`src/rtl/fft_agu.sv`:
```
// fft_agu -- address generator for an in-place radix-2 FFT.
//
// For each pass the block walks LOG2N stages of N/2 butterflies. In each
// butterfly cycle it issues the two sample read addresses and the twiddle
// index. After PIPE_DEPTH cycles the matching write-back addresses appear on
// the write port. A stage's READ phase is followed by PIPE_DEPTH DRAIN cycles,
// so the last write of a stage lands before the first read of the next stage.
//
// Optional feature macro: FFT_AGU_LOAD_EN adds a LOAD phase before the
// butterflies. It accepts N samples and writes them to bit-reversed addresses.
//
// Ports:
//   clk                   rising-edge clock
//   reset                 synchronous, active-low reset
//   start                 request one pass (only sampled in IDLE)
//   load_valid            (FFT_AGU_LOAD_EN) sample available this cycle
//   load_addr, load_we    (FFT_AGU_LOAD_EN) bit-reversed load address / strobe
//   rd_addr_a, rd_addr_b  butterfly read addresses (0 when rd_en=0)
//   tw_addr               twiddle ROM index (0 when rd_en=0)
//   rd_en                 read addresses valid
//   wr_addr_a, wr_addr_b  write-back addresses (0 when wr_en=0)
//   wr_en                 write-back valid
//   busy, done            busy outside IDLE; done one-cycle completion pulse
//   dbg_state_o           current FSM state, for debug/checkers
//
// Handshake: there is no back-pressure. rd_en/wr_en/load_we are pure strobes,
// and each asserted cycle is exactly one transfer. load_valid=1 in LOAD is
// taken as an accepted sample that same cycle.
module fft_agu #(
    parameter int LOG2N      = 5,
    parameter int PIPE_DEPTH = 2
) (
    input  logic             clk,
    input  logic             reset,
    input  logic             start,
`ifdef FFT_AGU_LOAD_EN
    input  logic             load_valid,
    output logic [LOG2N-1:0] load_addr,
    output logic             load_we,
`endif
    output logic [LOG2N-1:0] rd_addr_a,
    output logic [LOG2N-1:0] rd_addr_b,
    output logic [LOG2N-2:0] tw_addr,
    output logic             rd_en,
    output logic [LOG2N-1:0] wr_addr_a,
    output logic [LOG2N-1:0] wr_addr_b,
    output logic             wr_en,
    output logic             busy,
    output logic             done,
    output logic [2:0]       dbg_state_o
);

    localparam int N    = 2 ** LOG2N;
    localparam int HALF = N / 2;
    localparam int IW   = LOG2N - 1;
    localparam int SW   = $clog2(LOG2N);
    localparam int DW   = $clog2(PIPE_DEPTH + 1);
    localparam int PW   = 2 * LOG2N + 1;

    typedef enum logic [2:0] {
        S_IDLE  = 3'd0,
        S_READ  = 3'd1,
        S_DRAIN = 3'd2,
        S_FIN   = 3'd3,
        S_LOAD  = 3'd4
    } state_t;

    state_t           state_q, state_d;
    logic [IW-1:0]    i_q, i_d;
    logic [SW-1:0]    s_q, s_d;
    logic [DW-1:0]    d_q, d_d;
    logic [LOG2N-1:0] ld_q, ld_d;
    logic [PW-1:0]    pipe_q [PIPE_DEPTH];

    // ---------------- state registers ----------------
    always_ff @(posedge clk) begin
        if (!reset) begin
            state_q <= S_IDLE;
            i_q     <= '0;
            s_q     <= '0;
            d_q     <= '0;
            ld_q    <= '0;
        end else begin
            state_q <= state_d;
            i_q     <= i_d;
            s_q     <= s_d;
            d_q     <= d_d;
            ld_q    <= ld_d;
        end
    end

    // ---------------- next-state logic ----------------
    always_comb begin
        state_d = state_q;
        i_d     = i_q;
        s_d     = s_q;
        d_d     = d_q;
        ld_d    = ld_q;
        case (state_q)
            S_IDLE: begin
                if (start) begin
                    i_d  = '0;
                    s_d  = '0;
                    ld_d = '0;
`ifdef FFT_AGU_LOAD_EN
                    state_d = S_LOAD;
`else
                    state_d = S_READ;
`endif
                end
            end
`ifdef FFT_AGU_LOAD_EN
            S_LOAD: begin
                if (load_valid) begin
                    if (ld_q == LOG2N'(N - 1)) begin
                        ld_d    = '0;
                        state_d = S_READ;
                    end else begin
                        ld_d = ld_q + LOG2N'(1);
                    end
                end
            end
`endif
            S_READ: begin
                if (i_q == IW'(HALF - 1)) begin
                    i_d     = '0;
                    d_d     = '0;
                    state_d = S_DRAIN;
                end else begin
                    i_d = i_q + IW'(1);
                end
            end
            S_DRAIN: begin
                if (d_q == DW'(PIPE_DEPTH - 1)) begin
                    d_d = '0;
                    if (s_q == SW'(LOG2N - 1)) begin
                        state_d = S_FIN;
                    end else begin
                        s_d     = s_q + SW'(1);
                        i_d     = '0;
                        state_d = S_READ;
                    end
                end else begin
                    d_d = d_q + DW'(1);
                end
            end
            S_FIN: begin
                s_d     = '0;
                i_d     = '0;
                state_d = S_IDLE;
            end
            default: state_d = S_IDLE;
        endcase
    end

    // ---------------- address generation ----------------
    logic [LOG2N-1:0] i_ext, mask, addr_a, tw_full;

    always_comb begin
        i_ext = {1'b0, i_q};
        mask  = (LOG2N'(1) << s_q) - LOG2N'(1);
        // Insert a zero at bit s: bits above s move up by one, bits below stay.
        addr_a  = ((i_ext & ~mask) << 1) | (i_ext & mask);
        tw_full = (i_ext & mask) << (SW'(LOG2N - 1) - s_q);

        rd_en     = (state_q == S_READ);
        rd_addr_a = rd_en ? addr_a : '0;
        rd_addr_b = rd_en ? (addr_a | (LOG2N'(1) << s_q)) : '0;
        tw_addr   = rd_en ? tw_full[LOG2N-2:0] : '0;
        busy      = (state_q != S_IDLE);
        done      = (state_q == S_FIN);
        dbg_state_o = state_q;
    end

`ifdef FFT_AGU_LOAD_EN
    always_comb begin
        load_we   = (state_q == S_LOAD) && load_valid;
        load_addr = '0;
        if (load_we) begin
            for (int k = 0; k < LOG2N; k++) begin
                load_addr[k] = ld_q[LOG2N-1-k];
            end
        end
    end
`endif

    // ---------------- write-back delay line ----------------
    // Entry layout {en, a, b}. Idle read addresses are already 0, so idle
    // write addresses come out as 0 without extra gating.
    always_ff @(posedge clk) begin
        if (!reset) begin
            for (int k = 0; k < PIPE_DEPTH; k++) begin
                pipe_q[k] <= '0;
            end
        end else begin
            pipe_q[0] <= {rd_en, rd_addr_a, rd_addr_b};
            for (int k = 1; k < PIPE_DEPTH; k++) begin
                pipe_q[k] <= pipe_q[k-1];
            end
        end
    end

    assign wr_en     = pipe_q[PIPE_DEPTH-1][PW-1];
    assign wr_addr_a = pipe_q[PIPE_DEPTH-1][PW-2:LOG2N];
    assign wr_addr_b = pipe_q[PIPE_DEPTH-1][LOG2N-1:0];

endmodule

```
`config.mk`:
```
export PLATFORM = sky130hd
export DESIGN_NAME = fft_agu
export DESIGN_NICKNAME = d
export VERILOG_FILES = /design/src/rtl/fft_agu.sv
export SDC_FILE = /design/constraint.sdc
export NUM_CORES = 1
export LEC_CHECK = 0
export BUFFER_PORTS_ARGS = -buffer_cell sky130_fd_sc_hd__buf_4
export CAP_MARGIN = 20
export CORE_MARGIN = 2
export CORE_UTILIZATION = 50
export CTS_BUF_LIST = sky130_fd_sc_hd__clkbuf_4
export DETAILED_ROUTE_END_ITERATION = 10
export PLACE_DENSITY = 0.74
export RECOVER_POWER = 100
export SYNTH_ARGS = -nofsm -noshare
export SYNTH_HDL_FRONTEND = slang
export SYNTH_SLANG_ARGS = --single-unit
```
`constraint.sdc`:
```
create_clock -name clk -period 3.87 [get_ports clk]
set_input_delay 0.387 -clock clk [delete_from_list [all_inputs] [get_ports clk]]
set_output_delay 0.387 -clock clk [all_outputs]
set_load 0.02 [all_outputs]
```
* Yosys cells after proc, flatten, opt, wreduce, memory -nomap -nowiden
Memories as Yosys holds them, arrays and structs flattened.
Cells that the tools add are included.
** Word-level totals
- Flip-flop bits (word level) :: 12
- Bits in writable memories :: 22
- Bits of input ports :: 3
- Output and inout port bits :: 31
- Word-level logic and storage cells :: 62
- Memories kept :: 1
** Cells by class
- Add/subtract/negate cells :: 5
- Equality and inequality tests :: 10
- Shift operators :: 2
- Mux-type cells :: 24
- Bitwise gates (word level) :: 7
- Reductions and logical operators :: 9
** Memory list
- pipe_q :: words 2, bits a word 11, rd ports 2, clocked after Yosys merged registers in 0, wr ports 2, RTL line 73 : logic [PW-1:0] pipe_q [PIPE_DEPTH];
** Operators with widths (count)
- two-way mux 11 bit :: 2
- two-way mux 4 bit :: 5
- two-way mux 3 bit :: 6
- case mux 3 bit (3 select lines) :: 2
- case mux 4 bit (4 select lines) :: 1
- two-way mux 5 bit :: 2
- OR 5 bit :: 2
- AND reduction 4 bit :: 2
- == test 3 x 2 -> 1 bit, second input constant :: 2
- two-way mux 2 bit :: 3
- != test 2 bit, second input constant :: 3
- nonzero test 3 bit :: 2
- AND 4 x 5 -> 5 bit :: 1
- left shift 1 x 3 -> 5 bit, first input constant :: 1
- left shift 5 x 3 -> 4 bit :: 1
- subtractor 5 x 2 -> 5 bit, second input constant :: 1
- adder 4 x 1 -> 4 bit, second input constant :: 1
- AND 4 bit :: 1
- == test 4 bit, second input constant :: 1
- NOT 4 bit :: 1
- case mux 2 bit (2 select lines) :: 1
- nonzero test 4 bit :: 1
- adder 3 x 1 -> 3 bit, second input constant :: 1
- == test 3 x 1 -> 1 bit, second input constant :: 1
- 11 further kinds :: 13

* Logic depth before layout (Yosys ltp)
- Word-level depth :: 8
- Depth in mapped cells :: 9
- Depth with buffers taken out :: 9

* Least setup slack after synthesis
Ideal clock, no wire load.
- Kind :: reg2out
- From :: register s_q[0]
- To :: output port tw_addr[2]
- Arrival :: 2.202 ns
- Required time :: 3.483 ns
- Slack :: 1.281 ns
- Cell stages (with the launch flop) :: 10
- Cell sequence :: dfxtp_1 > inv_1 > ha_1 > ha_1 > inv_1 > ha_1 > nand2_1 > mux2_4 > o21a_1 > a211oi_2
** Between the ends
- Cells in the longest elaborated chain, start to end :: 5
** Ends and longest elaborated chain
- from (decl) :: RTL line 70 : logic [SW-1:0] s_q, s_d;
- from (signal assigned) :: RTL line 80 : s_q <= '0;
- from (signal assigned) :: RTL line 86 : s_q <= s_d;
- left shift 1 x 3 -> 5 bit :: RTL line 161 : mask = (LOG2N'(1) << s_q) - LOG2N'(1);
- subtractor 5 x 2 -> 5 bit :: RTL line 161
- AND 4 x 5 -> 5 bit :: RTL line 164 : tw_full = (i_ext & mask) << (SW'(LOG2N - 1) - s_q);
- left shift 5 x 3 -> 4 bit (*) :: RTL line 164
- two-way mux 4 bit (*) :: RTL line 169 : tw_addr = rd_en ? tw_full[LOG2N-2:0] : '0;
- to (decl) :: RTL line 43 : output logic [LOG2N-2:0] tw_addr,
Every way passes the cells marked *; elsewhere a longest branch is shown, timed or not.

* Final worst setup path
Same ends and word-level chain as after synthesis.

==> qor.txt <==
Most numerous cell in the Yosys netlist: dfxtp_1
Synth Instances: 182
CP Launch Type: flip-flop
Hold path endpoint: pipe_q[0][20]$_SDFF_PN0_
Clock sink count: 33
Most frequent CP cell: ha_1
Yosys warns: 0
Placement Setup Slack: 1040 ps
Final hold slack: 369 ps
Min-Delay Startpoint: reset
Hold Buf Count CTS: 0
FF-to-FF setup slack: 1610 ps
Synth unique cells: 48
# diodes: 0
Largest area contributor in the netlist: dfxtp_1
Die area: 3700 µm²
Placed Area: 1780 µm²
Post-route setup TNS: 0 ps
Gr ovfl total: 0
DR vias/cell: 5.13
Die outline height: 60.8 µm
Post-Syn Area: 1610 µm²
RR Startpoint: s_q[0]$_SDFFE_PN0P_
FMAX: 298 MHz
Clock Tree Buf Depth: 2
Fin crit share: 86.6%
Buffers inserted by post-CTS timing repair: 0
H-tree levels: 2
Skew final: 7.41 ps
Commonest cells post-synth: dfxtp_1 (33), nor2_1 (28), and2_1 (14)
Syn Area/Cell: 8.87 µm²
GP Congestion: 0.835
Slowest cell on crit path: dfxtp_1
Outcome: completed
WHS Path Cells: 2
Routed length per placed instance: 13.2 µm
Number of global-route vias before repair: 1159
Max VDD drop: 0.134 mV
Initial Util: 52.9%
Final nets: 215
Slew Limit Fails: 0
R2R cell count: 8
Critical-path cell list: inv_1 -> ha_1 -> ha_1 -> inv_1 -> ha_1 -> nand2_1 -> mux2_1 -> o21a_1 -> a211oi_2 -> clkbuf_1
I/O Pins: 34
Seq/Total Area, Yosys: 40.9%
Dpl hpwl: 2430 µm
Number of synthesized register bits: 33
RSZ-0062 raised after global routing: false
Layout cells sized above 1: 7.84%
Top post-synthesis cells by area: dfxtp_1 (41%), ha_1 (7.0%), nor2_1 (6.5%), and2_1 (5.4%), buf_4 (5.1%)
PnR Total Power: 561 µW
Iter 0 DRT Violations: 46
Post-DRT Antenna Nets: 0
Share of the synthesized area in the top cell type: 40.9%
First-pass GRT wire length: 5180 µm
CTS root buf: clkbuf_4
Power Density: 330 nW/µm²
Port Buffers: 32
Post-layout minimum cycle time: 3350 ps
Number of flops mapped to enable cells by yosys: 0
Top_reg_cell synth: dfxtp_1
Leak: 0.000649 µW
Drt drc: 0
GRT Resource Usage Total: 19.1%
Critical path endpoint category: primary output
Relative slew slack: 63.3%
Clk_lat worst skew: 330 ps
Asr flop ratio synth: 0%
Syn Nets: 194
Hold Violations, Final: 0
Core area: 3050 µm²
Largest net degree at the start of global routing: 16
FF-to-FF End: pipe_q[0][7]$_SDFF_PN0_
Pre-antenna DRT Iters: 4
CTS tree: done
Crit-path max FO: 7
Initial antenna violation count: 0
TritonCTS buffer count: 5
Worst hold path type: primary input to flip-flop
CTS-repair resized insts: 0
Row count: 20
Crit Path Class: flip-flop to primary output
Final worst slack: 519 ps
Die Wd: 60.8 µm
Max cap viols: 0
CP max stage delay: 500 ps
Arr. time, crit path: 2960 ps
Vias after detailed routing: 1272
Setup violators final: 0
Fin area: 1700 µm²
Routed WL: 3280 µm
Layout area overhead: 5.35%
Worst Path Required: 3480 ps
Clk slew on worst S/H paths: 100 ps
Worst Tran Pin Value: 551 ps
-- flip-flops by register name, summed over array words and instances, names as in the netlist --
register and flops:
pipe_q 22, i_q 4, s_q 3, d_q 2, dbg_state_o 2
-- layer usage --
| metal | part of all wire [%] | up-vias | track usage, % |
|---|---|---|---|
| li1 | - | 644 | - |
| met1 | 45 | 581 | 23.5 |
| met2 | 47 | 39 | 31.2 |
| met3 | 5.8 | 8 | 5.12 |
| met4 | 1.6 | 0 | 8.70 |
| met5 | 0 | - | 0 |
-- worst max-delay path: cells and delay by family (launching register included) --
family                   cells  cell delay (ps)
buffers and inverters        3              520
multiplexers                 1              390
flip-flops                   1              500
AND/OR/NAND/NOR              1              110
AO/OA/AOI/OAI                2              390
adder cells (fa/ha/maj)      3              730
-- layout by cell type (no fill, tap or decap), types with 5 or more instances in the layout --
master / instances
a21oi_1: 9
and2_0: 6
and2_1: 8
clkbuf_1: 28
clkbuf_4: 5
dfxtp_1: 33
ha_1: 9
inv_1: 10
nand2_1: 10
nor2_1: 28
-- where the power goes --
| part | switching (µW) | internal (µW) |
|---|---|---|
| combinational | 25.4 | 9.95 |
| sequential | 4.34 | 344 |
| clock | 112 | 65.5 |
| total | 142 | 419 |
-- cell type report --
type / instances / area [µm²]
Sequential cell: 33 / 661
Timing Repair Buffer: 32 / 135
Inverter: 10 / 37.5
Tap cell: 44 / 55.1
Clock buffer: 5 / 37.5
Clock inverter: 3 / 12.5
Fill cell: 327 / 1350
Multi-Input combinational cell: 121 / 762
-- worst max-delay path by stage --
stage                   startpoint         end  slack [ps]
2_1_floorplan  s_q[0]$_SDFFE_PN0P_  tw_addr[2]        1280
3_3_place_gp   s_q[0]$_SDFFE_PN0P_  tw_addr[2]        1210
3_5_place_dp   s_q[0]$_SDFFE_PN0P_  tw_addr[2]        1040
4_1_cts        s_q[0]$_SDFFE_PN0P_  tw_addr[2]         660
5_1_grt        s_q[0]$_SDFFE_PN0P_  tw_addr[2]         340
6_report       s_q[0]$_SDFFE_PN0P_  tw_addr[2]         520
-- through the flow --
stage / utilization (%) / instances
3_3_place_gp: 58.4 / 240
6_report: 55.7 / 248
4_1_cts: 60.0 / 248
3_5_place_dp: 58.4 / 240
2_1_floorplan: - / 182
5_1_grt: 55.7 / 248
-- logic make-up after synthesis --
group / synth area share [%]
AND/OR/NAND/NOR: 24.6
flip-flops: 40.9
AO/OA/AOI/OAI: 14.4
buffers and inverters: 10.2
adder cells (fa/ha/maj): 6.98
multiplexers: 2.17
other: 0.232
XOR/XNOR: 0.543
Note: power is estimated with default switching activity, not from simulation.
